### config.mk
export PLATFORM = sky130hd
export DESIGN_NAME = alu_hilo_unit
export DESIGN_NICKNAME = d
export VERILOG_FILES = /design/src/rtl/alu_hilo_unit_pkg.sv /design/src/rtl/alu_muldiv_iter.sv /design/src/rtl/alu_hilo_unit.sv
export SDC_FILE = /design/constraint.sdc
export NUM_CORES = 1
export LEC_CHECK = 0
export ABC_AREA = 1
export CORE_ASPECT_RATIO = 1.1
export CORE_MARGIN = 5
export CORE_UTILIZATION = 30
export DETAILED_ROUTE_END_ITERATION = 8
export SYNTH_ARGS = -nofsm -noshare
export SYNTH_HDL_FRONTEND = slang
export SYNTH_SLANG_ARGS = --single-unit
### constraint.sdc
create_clock -name clock -period 3.6 [get_ports clock]
set_clock_uncertainty 0.2 [all_clocks]
set_input_delay 0.72 -clock clock [delete_from_list [all_inputs] [get_ports clock]]
set_output_delay 0.72 -clock clock [all_outputs]
set_load 0.02 [all_outputs]
### src/rtl/alu_hilo_unit_pkg.sv
// Shared definitions for the HI/LO multiply/divide unit: ALU function codes,
// FSM state encoding and op-class helpers.
package alu_hilo_unit_pkg;

  typedef enum logic [4:0] {
    Alu_Func_Add,
    Alu_Func_Sub,
    Alu_Func_And,
    Alu_Func_Or,
    Alu_Func_Xor,
    Alu_Func_Nor,
    Alu_Func_Slt,
    Alu_Func_Sltu,
    Alu_Func_Sll,
    Alu_Func_Srl,
    Alu_Func_Sra,
    Alu_Func_Muls,
    Alu_Func_Mulu,
    Alu_Func_Divs,
    Alu_Func_Divu,
    Alu_Func_Mtlo,
    Alu_Func_Mthi,
    Alu_Func_Mflo,
    Alu_Func_Mfhi
  } Alu_Func_T;

  typedef enum logic [1:0] {
    Hilo_State_Idle = 2'd0,
    Hilo_State_Calc = 2'd1,
    Hilo_State_Fix  = 2'd2
  } hilo_state_t;

  function automatic int Util_Math_log2(input int value);
    int r;
    r = 0;
    while ((1 << r) < value) r++;
    return r;
  endfunction

  function automatic logic is_mul(input Alu_Func_T f);
    return (f == Alu_Func_Muls) || (f == Alu_Func_Mulu);
  endfunction

  function automatic logic is_div(input Alu_Func_T f);
    return (f == Alu_Func_Divs) || (f == Alu_Func_Divu);
  endfunction

  function automatic logic is_signed(input Alu_Func_T f);
    return (f == Alu_Func_Muls) || (f == Alu_Func_Divs);
  endfunction

  function automatic logic is_hilo(input Alu_Func_T f);
    return is_mul(f) || is_div(f) ||
           (f == Alu_Func_Mtlo) || (f == Alu_Func_Mthi) ||
           (f == Alu_Func_Mflo) || (f == Alu_Func_Mfhi);
  endfunction

endpackage

### src/rtl/alu_muldiv_iter.sv
// One-bit-per-cycle datapath: shift-add multiply, restoring divide, and the
// two's-complement sign fixup presented combinationally on res_hi/res_lo.
module alu_muldiv_iter #(
  parameter int DATA_W = 32
) (
  input  logic              clock,
  input  logic              reset,
  input  logic              start,
  input  logic              op_div,
  input  logic              op_signed,
  input  logic              step,
  input  logic [DATA_W-1:0] data1,
  input  logic [DATA_W-1:0] data2,
  output logic [DATA_W-1:0] res_hi,
  output logic [DATA_W-1:0] res_lo
);

  logic [2*DATA_W-1:0] acc_q, acc_d;
  logic [DATA_W-1:0]   opnd_q, opnd_d;
  logic                div_q, div_d;
  logic                neg_a_q, neg_a_d;
  logic                neg_r_q, neg_r_d;

  logic                sign1, sign2;
  logic [DATA_W-1:0]   abs1, abs2;
  logic [DATA_W-1:0]   acc_hi, acc_lo;
  logic [DATA_W:0]     sum, rem_sh, diff;
  logic [2*DATA_W-1:0] prod_fix;

  assign acc_hi = acc_q[2*DATA_W-1:DATA_W];
  assign acc_lo = acc_q[DATA_W-1:0];

  always_comb begin
    sign1  = op_signed & data1[DATA_W-1];
    sign2  = op_signed & data2[DATA_W-1];
    abs1   = sign1 ? (~data1 + 1'b1) : data1;
    abs2   = sign2 ? (~data2 + 1'b1) : data2;
    sum    = {1'b0, acc_hi} + (acc_lo[0] ? {1'b0, opnd_q} : '0);
    rem_sh = {acc_hi, acc_lo[DATA_W-1]};
    diff   = rem_sh - {1'b0, opnd_q};

    acc_d   = acc_q;
    opnd_d  = opnd_q;
    div_d   = div_q;
    neg_a_d = neg_a_q;
    neg_r_d = neg_r_q;

    if (start) begin
      div_d   = op_div;
      neg_a_d = sign1 ^ sign2;
      neg_r_d = op_div & sign1;
      if (op_div && (data2 == '0)) begin
        // Divide by zero skips iteration: raw dividend in HI, all-ones in LO.
        acc_d   = {data1, {DATA_W{1'b1}}};
        opnd_d  = '0;
        neg_a_d = 1'b0;
        neg_r_d = 1'b0;
      end else if (op_div) begin
        acc_d  = {{DATA_W{1'b0}}, abs1};
        opnd_d = abs2;
      end else begin
        acc_d  = {{DATA_W{1'b0}}, abs2};
        opnd_d = abs1;
      end
    end else if (step) begin
      if (div_q) begin
        if (!diff[DATA_W]) acc_d = {diff[DATA_W-1:0], acc_lo[DATA_W-2:0], 1'b1};
        else               acc_d = {rem_sh[DATA_W-1:0], acc_lo[DATA_W-2:0], 1'b0};
      end else begin
        acc_d = {sum, acc_lo[DATA_W-1:1]};
      end
    end
  end

  always_ff @(posedge clock) begin
    if (reset) begin
      acc_q   <= '0;
      opnd_q  <= '0;
      div_q   <= 1'b0;
      neg_a_q <= 1'b0;
      neg_r_q <= 1'b0;
    end else begin
      acc_q   <= acc_d;
      opnd_q  <= opnd_d;
      div_q   <= div_d;
      neg_a_q <= neg_a_d;
      neg_r_q <= neg_r_d;
    end
  end

  always_comb begin
    prod_fix = neg_a_q ? (~acc_q + 1'b1) : acc_q;
    if (div_q) begin
      res_hi = neg_r_q ? (~acc_hi + 1'b1) : acc_hi;
      res_lo = neg_a_q ? (~acc_lo + 1'b1) : acc_lo;
    end else begin
      res_hi = prod_fix[2*DATA_W-1:DATA_W];
      res_lo = prod_fix[DATA_W-1:0];
    end
  end

endmodule

### src/rtl/alu_hilo_unit.sv
// HI/LO register owner for the EX stage: runs iterative mul/div and stalls
// any HI/LO instruction that arrives while an operation is in flight.
module alu_hilo_unit
  import alu_hilo_unit_pkg::*;
#(
  parameter int DATA_W = 32,
  parameter int CNT_W  = Util_Math_log2(DATA_W) + 1
) (
  input  logic              clock,
  input  logic              reset,
  input  logic              valid,
  input  Alu_Func_T         func,
  input  logic [DATA_W-1:0] data1,
  input  logic [DATA_W-1:0] data2,
  output logic [DATA_W-1:0] reg_lo,
  output logic [DATA_W-1:0] reg_hi,
  output logic              busy,
  output logic              stall,
  output hilo_state_t       state_dbg
);

  hilo_state_t       state_q, state_d;
  logic [CNT_W-1:0]  cnt_q, cnt_d;
  logic [DATA_W-1:0] lo_q, lo_d, hi_q, hi_d;

  logic              hilo_req, accept, start_muldiv, iter_step;
  logic [DATA_W-1:0] res_hi, res_lo;

  // Handshake: the EX instruction is taken on a rising edge when valid is
  // high and stall is low; a stalled instruction is held unchanged upstream.
  assign hilo_req     = valid && is_hilo(func);
  assign busy         = (state_q != Hilo_State_Idle);
  assign stall        = hilo_req && busy;
  assign accept       = hilo_req && !busy;
  assign start_muldiv = accept && (is_mul(func) || is_div(func));
  assign iter_step    = (state_q == Hilo_State_Calc);

  assign reg_lo    = lo_q;
  assign reg_hi    = hi_q;
  assign state_dbg = state_q;

  alu_muldiv_iter #(.DATA_W(DATA_W)) u_iter (
    .clock     (clock),
    .reset     (reset),
    .start     (start_muldiv),
    .op_div    (is_div(func)),
    .op_signed (is_signed(func)),
    .step      (iter_step),
    .data1     (data1),
    .data2     (data2),
    .res_hi    (res_hi),
    .res_lo    (res_lo)
  );

  always_ff @(posedge clock) begin
    if (reset) begin
      state_q <= Hilo_State_Idle;
      cnt_q   <= '0;
      lo_q    <= '0;
      hi_q    <= '0;
    end else begin
      state_q <= state_d;
      cnt_q   <= cnt_d;
      lo_q    <= lo_d;
      hi_q    <= hi_d;
    end
  end

  always_comb begin
    state_d = state_q;
    cnt_d   = cnt_q;
    case (state_q)
      Hilo_State_Idle: begin
        if (start_muldiv) begin
          cnt_d = CNT_W'(DATA_W);
          if (is_div(func) && (data2 == '0)) state_d = Hilo_State_Fix;
          else                               state_d = Hilo_State_Calc;
        end
      end
      Hilo_State_Calc: begin
        cnt_d = cnt_q - 1'b1;
        if (cnt_q == CNT_W'(1)) state_d = Hilo_State_Fix;
      end
      Hilo_State_Fix:  state_d = Hilo_State_Idle;
      default:         state_d = Hilo_State_Idle;
    endcase
  end

  // Moves only happen from IDLE, so they can never collide with the FIX write.
  always_comb begin
    lo_d = lo_q;
    hi_d = hi_q;
    if (accept && (func == Alu_Func_Mtlo)) lo_d = data1;
    if (accept && (func == Alu_Func_Mthi)) hi_d = data1;
    if (state_q == Hilo_State_Fix) begin
      lo_d = res_lo;
      hi_d = res_hi;
    end
  end

endmodule

# Word-level counts from Yosys, hierarchy flattened

Cells that the tools add are included.

Register bits: 171
Input port bits: 72
Output and inout bits: 68
Word-level logic and storage cells: 92

Add/sub/neg operators: 8
Equal/unequal tests: 13
Muxes and demuxes: 28
Bitwise logic cells: 9
Reduce and logical (&&, ||, !) cells: 25

Operators with widths:

| operator                                                               | count |
|---|---|
| 32-bit two-way mux                                                     | 14 |
| 64-bit two-way mux                                                     | 6 |
| 32-bit by 1-bit adder with 32-bit output (second input constant)       | 4 |
| 32-bit inverter                                                        | 4 |
| 64-bit by 1-bit adder with 64-bit output (second input constant)       | 1 |
| 64-bit inverter                                                        | 1 |
| 32-bit by 33-bit adder with 33-bit output                              | 1 |
| 33-bit by 32-bit subtractor with 33-bit output                         | 1 |
| 32-bit zero test                                                       | 1 |
| 5-bit by 4-bit equality test with 1-bit output (second input constant) | 5 |
| 5-bit equality test (second input constant)                            | 3 |
| 6-bit one-hot mux with 2 select lines                                  | 1 |
| 2-bit nonzero test                                                     | 5 |
| 1-bit logical OR                                                       | 8 |
| 1-bit logical AND                                                      | 7 |
| 6-bit by 1-bit equality test with 1-bit output (second input constant) | 1 |
| 2-bit two-way mux                                                      | 3 |
| 6-bit two-way mux                                                      | 1 |
| 6-bit by 1-bit subtractor with 6-bit output (second input constant)    | 1 |
| 2-bit one-hot mux with 2 select lines                                  | 1 |
| 2-bit AND reduction                                                    | 2 |
| 1-bit AND                                                              | 3 |
| 2-bit by 1-bit equality test with 1-bit output (second input constant) | 1 |
| 2-bit equality test (second input constant)                            | 1 |
| 6 further kinds                                                        | 7 |

# Longest topological paths before layout

Word-level depth: 12
Gate-level depth with buffers: 20
Gate-level depth less buffers: 20

# Hierarchy

From an unflattened synthesis, not the netlist that was laid out.

Cells, all modules: 3318
Area, all modules: 19024.5 um2

By module, submodules not included:

| module          | instances | cells an instance | area each (um2) | sequential area each (um2) |
|---|---|---|---|---|
| alu_muldiv_iter | 1         | 2801              | 15188.3         | 1981.9 |
| alu_hilo_unit   | 1         | 517               | 3836.2          | 1441.4 |

# Worst setup path before layout

Ideal clock, no wire load.

Kind: register -> register
From: register u_iter.acc_q[0]
To: register u_iter.acc_q[59]
Setup time: 0.070 ns
Data arrival time: 2.392 ns
Required time: 3.330 ns
Setup slack: 0.938 ns
Cell stages (with the launch flop): 17
Path buffers: 2
Cells stage by stage: dfxtp_1 -> buf_6 -> clkbuf_1 -> nand2_1 -> inv_1 -> ha_1 -> fa_1 -> nand2_1 -> o21bai_1 -> a21oi_1 -> o21ai_0 -> nand2_1 -> nand3_1 -> nand3_1 -> nand2_1 -> nand2_1 -> a21oi_1

Word-level cells in the longest chain between the ends: 5

RTL lines:

| element                                   | RTL line              | RTL |
|---|---|---|
| start: declaration                        | alu_muldiv_iter.sv:18 | `logic [2*DATA_W-1:0] acc_q, acc_d;` |
| start signal: assignment                  | alu_muldiv_iter.sv:77 | `acc_q <= '0;` |
| start signal: assignment                  | alu_muldiv_iter.sv:83 | `acc_q <= acc_d;` |
| 32-bit two-way mux                        | alu_muldiv_iter.sv:38 | `sum = {1'b0, acc_hi} + (acc_lo[0] ? {1'b0, opnd_q} : '0);` |
| 32-bit by 33-bit adder with 33-bit output | alu_muldiv_iter.sv:38 |  |
| 64-bit two-way mux                        | alu_muldiv_iter.sv:66 | `if (div_q) begin` |
| 64-bit two-way mux                        | alu_muldiv_iter.sv:65 | `end else if (step) begin` |
| 64-bit two-way mux                        | alu_muldiv_iter.sv:48 | `if (start) begin` |

Every way passes these cells. The select of a mux whose other input is x is not followed.
A chain may end at the register's enable or synchronous reset.

# Final worst setup path

From: register u_iter.acc_q[31]
To: register u_iter.acc_q[57]

Word-level cells in the longest chain between the ends: 5

RTL lines:

| element                                        | RTL line              | RTL |
|---|---|---|
| 33-bit by 32-bit subtractor with 33-bit output | alu_muldiv_iter.sv:40 | `diff = rem_sh - {1'b0, opnd_q};` |
| 64-bit two-way mux                             | alu_muldiv_iter.sv:67 | `if (!diff[DATA_W]) acc_d = {diff[DATA_W-1:0], acc_lo[DATA_W-2:0], 1'b1};` |
| 64-bit two-way mux                             | alu_muldiv_iter.sv:66 |  |
| 64-bit two-way mux                             | alu_muldiv_iter.sv:65 |  |
| 64-bit two-way mux                             | alu_muldiv_iter.sv:48 |  |

Every way passes these cells. The select of a mux whose other input is x is not followed.

==> metrics.txt <==
starting density of the core 0.302; Worst setup EP type register; Comb pwr share 0.378; status finished clean; CTS tree done; post-synthesis adder-cell area fraction 0.0487; max incr delay on CP 0.42 ns; Ports 140; antenna violations before repair 3; 1st-iter DRT viols 2670; Setup Fix Bufs, Post-CTS 0; Root Driver clkbuf_16; 1st-pass router iterations 8; Post-Synthesis Cell Area 0.0188 sq mm; worst-margin pin slew 1.07 ns; LEAKAGE 10.8 nW; DR vias/cell 5.33; post-detail-place hpwl 79100 um; post-layout min period 3.33 ns; clock tree buffer depth 2; Post-CTS Resized 0; Max VDD drop 0.266 mV; P_int 0.00355 W; EDFF count, synth 0; crit-path cells inv_1 > ha_1 > fa_1 > inv_1 > nand3_1 > nand2_2 > nand2_1 > nand2_2 > nand2_2 > nand2_2 > nand2_2 > nand3_1 > nand2_4 > buf_4 > nor2_1 > nor2_1 > nor2_1 > a21oi_1; simple-gate share of the synthesized area 0.435; Max Cap Viol 0; switching power 0.00273 W; WP data required 3.79 ns; Seq pwr share 0.311; hold_buf cts 0; full die area 0.0677 sq mm; largest net degree at the start of global routing 89; worst skew pair latency 0.50 ns; multiplexer share of the synthesized area 0; top post-synthesis cells by count nand2_1, inv_1, nand3_1; Post-synth top flop dfxtp_1; FFs w/ async S/R, synth 0; Crit-path slowest cell fa_1; total CTS buffers 17; Tcrit/Tclk final 0.925; RSZ-0062 raised after global routing false; number of synthesized register bits 171; die height 272 um; Crit Path Max Fanout 14; GR Util All Layers 0.271; FMAX 0.300 GHz; Syn Nets 3547; synth top area cells nand2_1, dfxtp_1, nand3_1, inv_1, a21oi_1; CP arrival 3.52 ns; clock sinks 171; Routed wire per std cell 21.7 um; Hold WC Path Type reg -> reg; routed via count 23598; Yosys top cell area share 0.208; core box area 0.0622 sq mm; drt drc 0; Slew HR 0.289; Area Growth Syn to Fin 19.3%; max-slew violations 0; antenna-violating nets left 0; RD Place Congestion 1.05; XOR/XNOR Fraction of Synth Area 0.0303; Synth cell types 58; Max H-tree Level 4; power density over cell area 280 mW/mm^2; Fillers 7187; sequential cell area fraction in the yosys report 0.182; Pwr Total 0.00628 W; Clock Power Share 0.311; die width 249 um; most frequent cell after synthesis nand2_1; GRT Residual Overflow 0; final setup TNS 0 ns; Final Hold Fails 0; FP Rows 96; largest family of logic cells by synthesized area simple AND/OR/NAND/NOR gates; Sw Ratio 0.435; Worst Setup Start Kind register; Port Buf Inserts 139; Final setup viols 0; post-layout net count 3724; vias in the first global route 21969; Clock transition at path regs 0.08 ns; yosys warns 0; layout cells sized above 1 0.0841; Synth Area in Compound Gates 0.170; worst setup path class reg -> reg; DRT Wirelength 96100 um; most area-hungry cell type in the Yosys netlist nand2_1; Avg Synthesized Cell Area 5.52 sq um; Post-Syn Instances 3403; first-pass GRT wire length 140000 um; most frequent cell on the critical path nand2_2
state kept, by name (all words and copies together), names as in the netlist:
signal          cells
u_iter.opnd_q      32
cnt_q               6
u_iter.neg_r_q      1
u_iter.acc_q       64
reg_lo             32
u_iter.neg_a_q      1
state_dbg           2
u_iter.div_q        1
reg_hi             32
final timing paths:
| check | start | endpoint | slack (ns) | cells past startpoint |
|---|---|---|---|---|
| worst max-delay path | u_iter.acc_q[31]$_SDFFE_PP0P_ | u_iter.acc_q[57]$_SDFFE_PP0P_ | 0.27 | 18 |
| worst min-delay path | reg_lo[4]$_SDFFE_PP0P_ | reg_lo[4]$_SDFFE_PP0P_ | 0.27 | 2 |
| worst max register to register | u_iter.acc_q[31]$_SDFFE_PP0P_ | u_iter.acc_q[57]$_SDFFE_PP0P_ | 0.27 | 18 |
| worst min register to register | reg_lo[4]$_SDFFE_PP0P_ | reg_lo[4]$_SDFFE_PP0P_ | 0.27 | 2 |
cells by family after synthesis:
kind of cell,after synthesis
AND/OR/NAND/NOR,1892
buffers and inverters,624
AO/OA/AOI/OAI,579
flip-flops,171
adder cells (fa/ha/maj),72
XOR/XNOR,65
cell type report:
class | count | area, sq um | share of cell area
antenna | 2 | 5.00 | 0.000223
clock buffer | 17 | 425 | 0.0190
clock inverter | 15 | 191 | 0.00854
inverter | 492 | 1850 | 0.0826
multi-input combinational | 2608 | 12900 | 0.574
sequential | 171 | 3430 | 0.153
tap | 833 | 1040 | 0.0465
timing repair buffer | 290 | 2600 | 0.116
stage by stage:
step	utilization	hold slack [ns]	cell area (sq um)	instances	setup slack (ns)
global route	0.360	0.299	22400	4426	0.139
global placement	0.350	0.252	21800	4394	0.204
finish	0.360	0.267	22400	4428	0.269
floorplan	-	0.252	18800	3403	0.938
CTS	0.360	0.268	22400	4426	0.260
detailed placement	0.350	0.255	21800	4394	0.203
worst max-delay path: cells and delay by family, from the launching register on:
kind	cells	cell delay (ns)
compound gates	1	0.07
buf+inv	3	0.45
fa+ha+maj	2	0.70
simple gates	12	1.44
flops	1	0.33
routing by layer:
| metal | GRT usage | part of all wire | up-vias |
|---|---|---|---|
| met3 | 0.0534 | 0.092 | 236 |
| met2 | 0.429 | 0.44 | 1139 |
| met4 | 0.133 | 0.057 | 2 |
| met1 | 0.353 | 0.41 | 10854 |
| li1 | - | - | 11367 |
| met5 | 0 | 0.00011 | - |
power groups by stage:
stage	sequential [W]	combinational [W]	clock, W
global placement	0.00199	0.00232	0
finish	0.00195	0.00237	0.00195
global route	0.00195	0.00254	0.00205
detailed placement	0.00199	0.00231	0
floorplan	0.00199	0.00138	0
CTS	0.00195	0.00232	0.00198
layout by cell type, fill, tap and decap left out, types with 5 or more instances in the layout:
| cell | n |
|---|---|
| nand2_1 | 1043 |
| inv_1 | 461 |
| nand3_1 | 355 |
| nor2_1 | 301 |
| a21oi_1 | 228 |
| o21ai_0 | 179 |
| dfxtp_1 | 170 |
| buf_4 | 146 |
| clkdlybuf4s50_1 | 138 |
| ha_1 | 70 |
| xor2_1 | 57 |
| nand4_1 | 48 |
| a31oi_1 | 44 |
| o21ai_1 | 40 |
| nor3_1 | 38 |
| o211ai_1 | 34 |
| inv_2 | 25 |
| nand3b_1 | 19 |
| clkbuf_16 | 17 |
| or2_2 | 16 |
| nand2_2 | 14 |
| nor2_4 | 12 |
| nor2_2 | 11 |
| a21oi_2 | 9 |
| o21ai_2 | 8 |
| xnor2_1 | 8 |
| o21a_1 | 7 |
| clkinv_8 | 7 |
| o31ai_1 | 6 |
| nor4_1 | 6 |
| o21bai_1 | 6 |
| o22ai_1 | 6 |
| buf_12 | 6 |
| nand2_4 | 5 |
| a21o_1 | 5 |
Note: power is estimated with default switching activity, not from simulation.
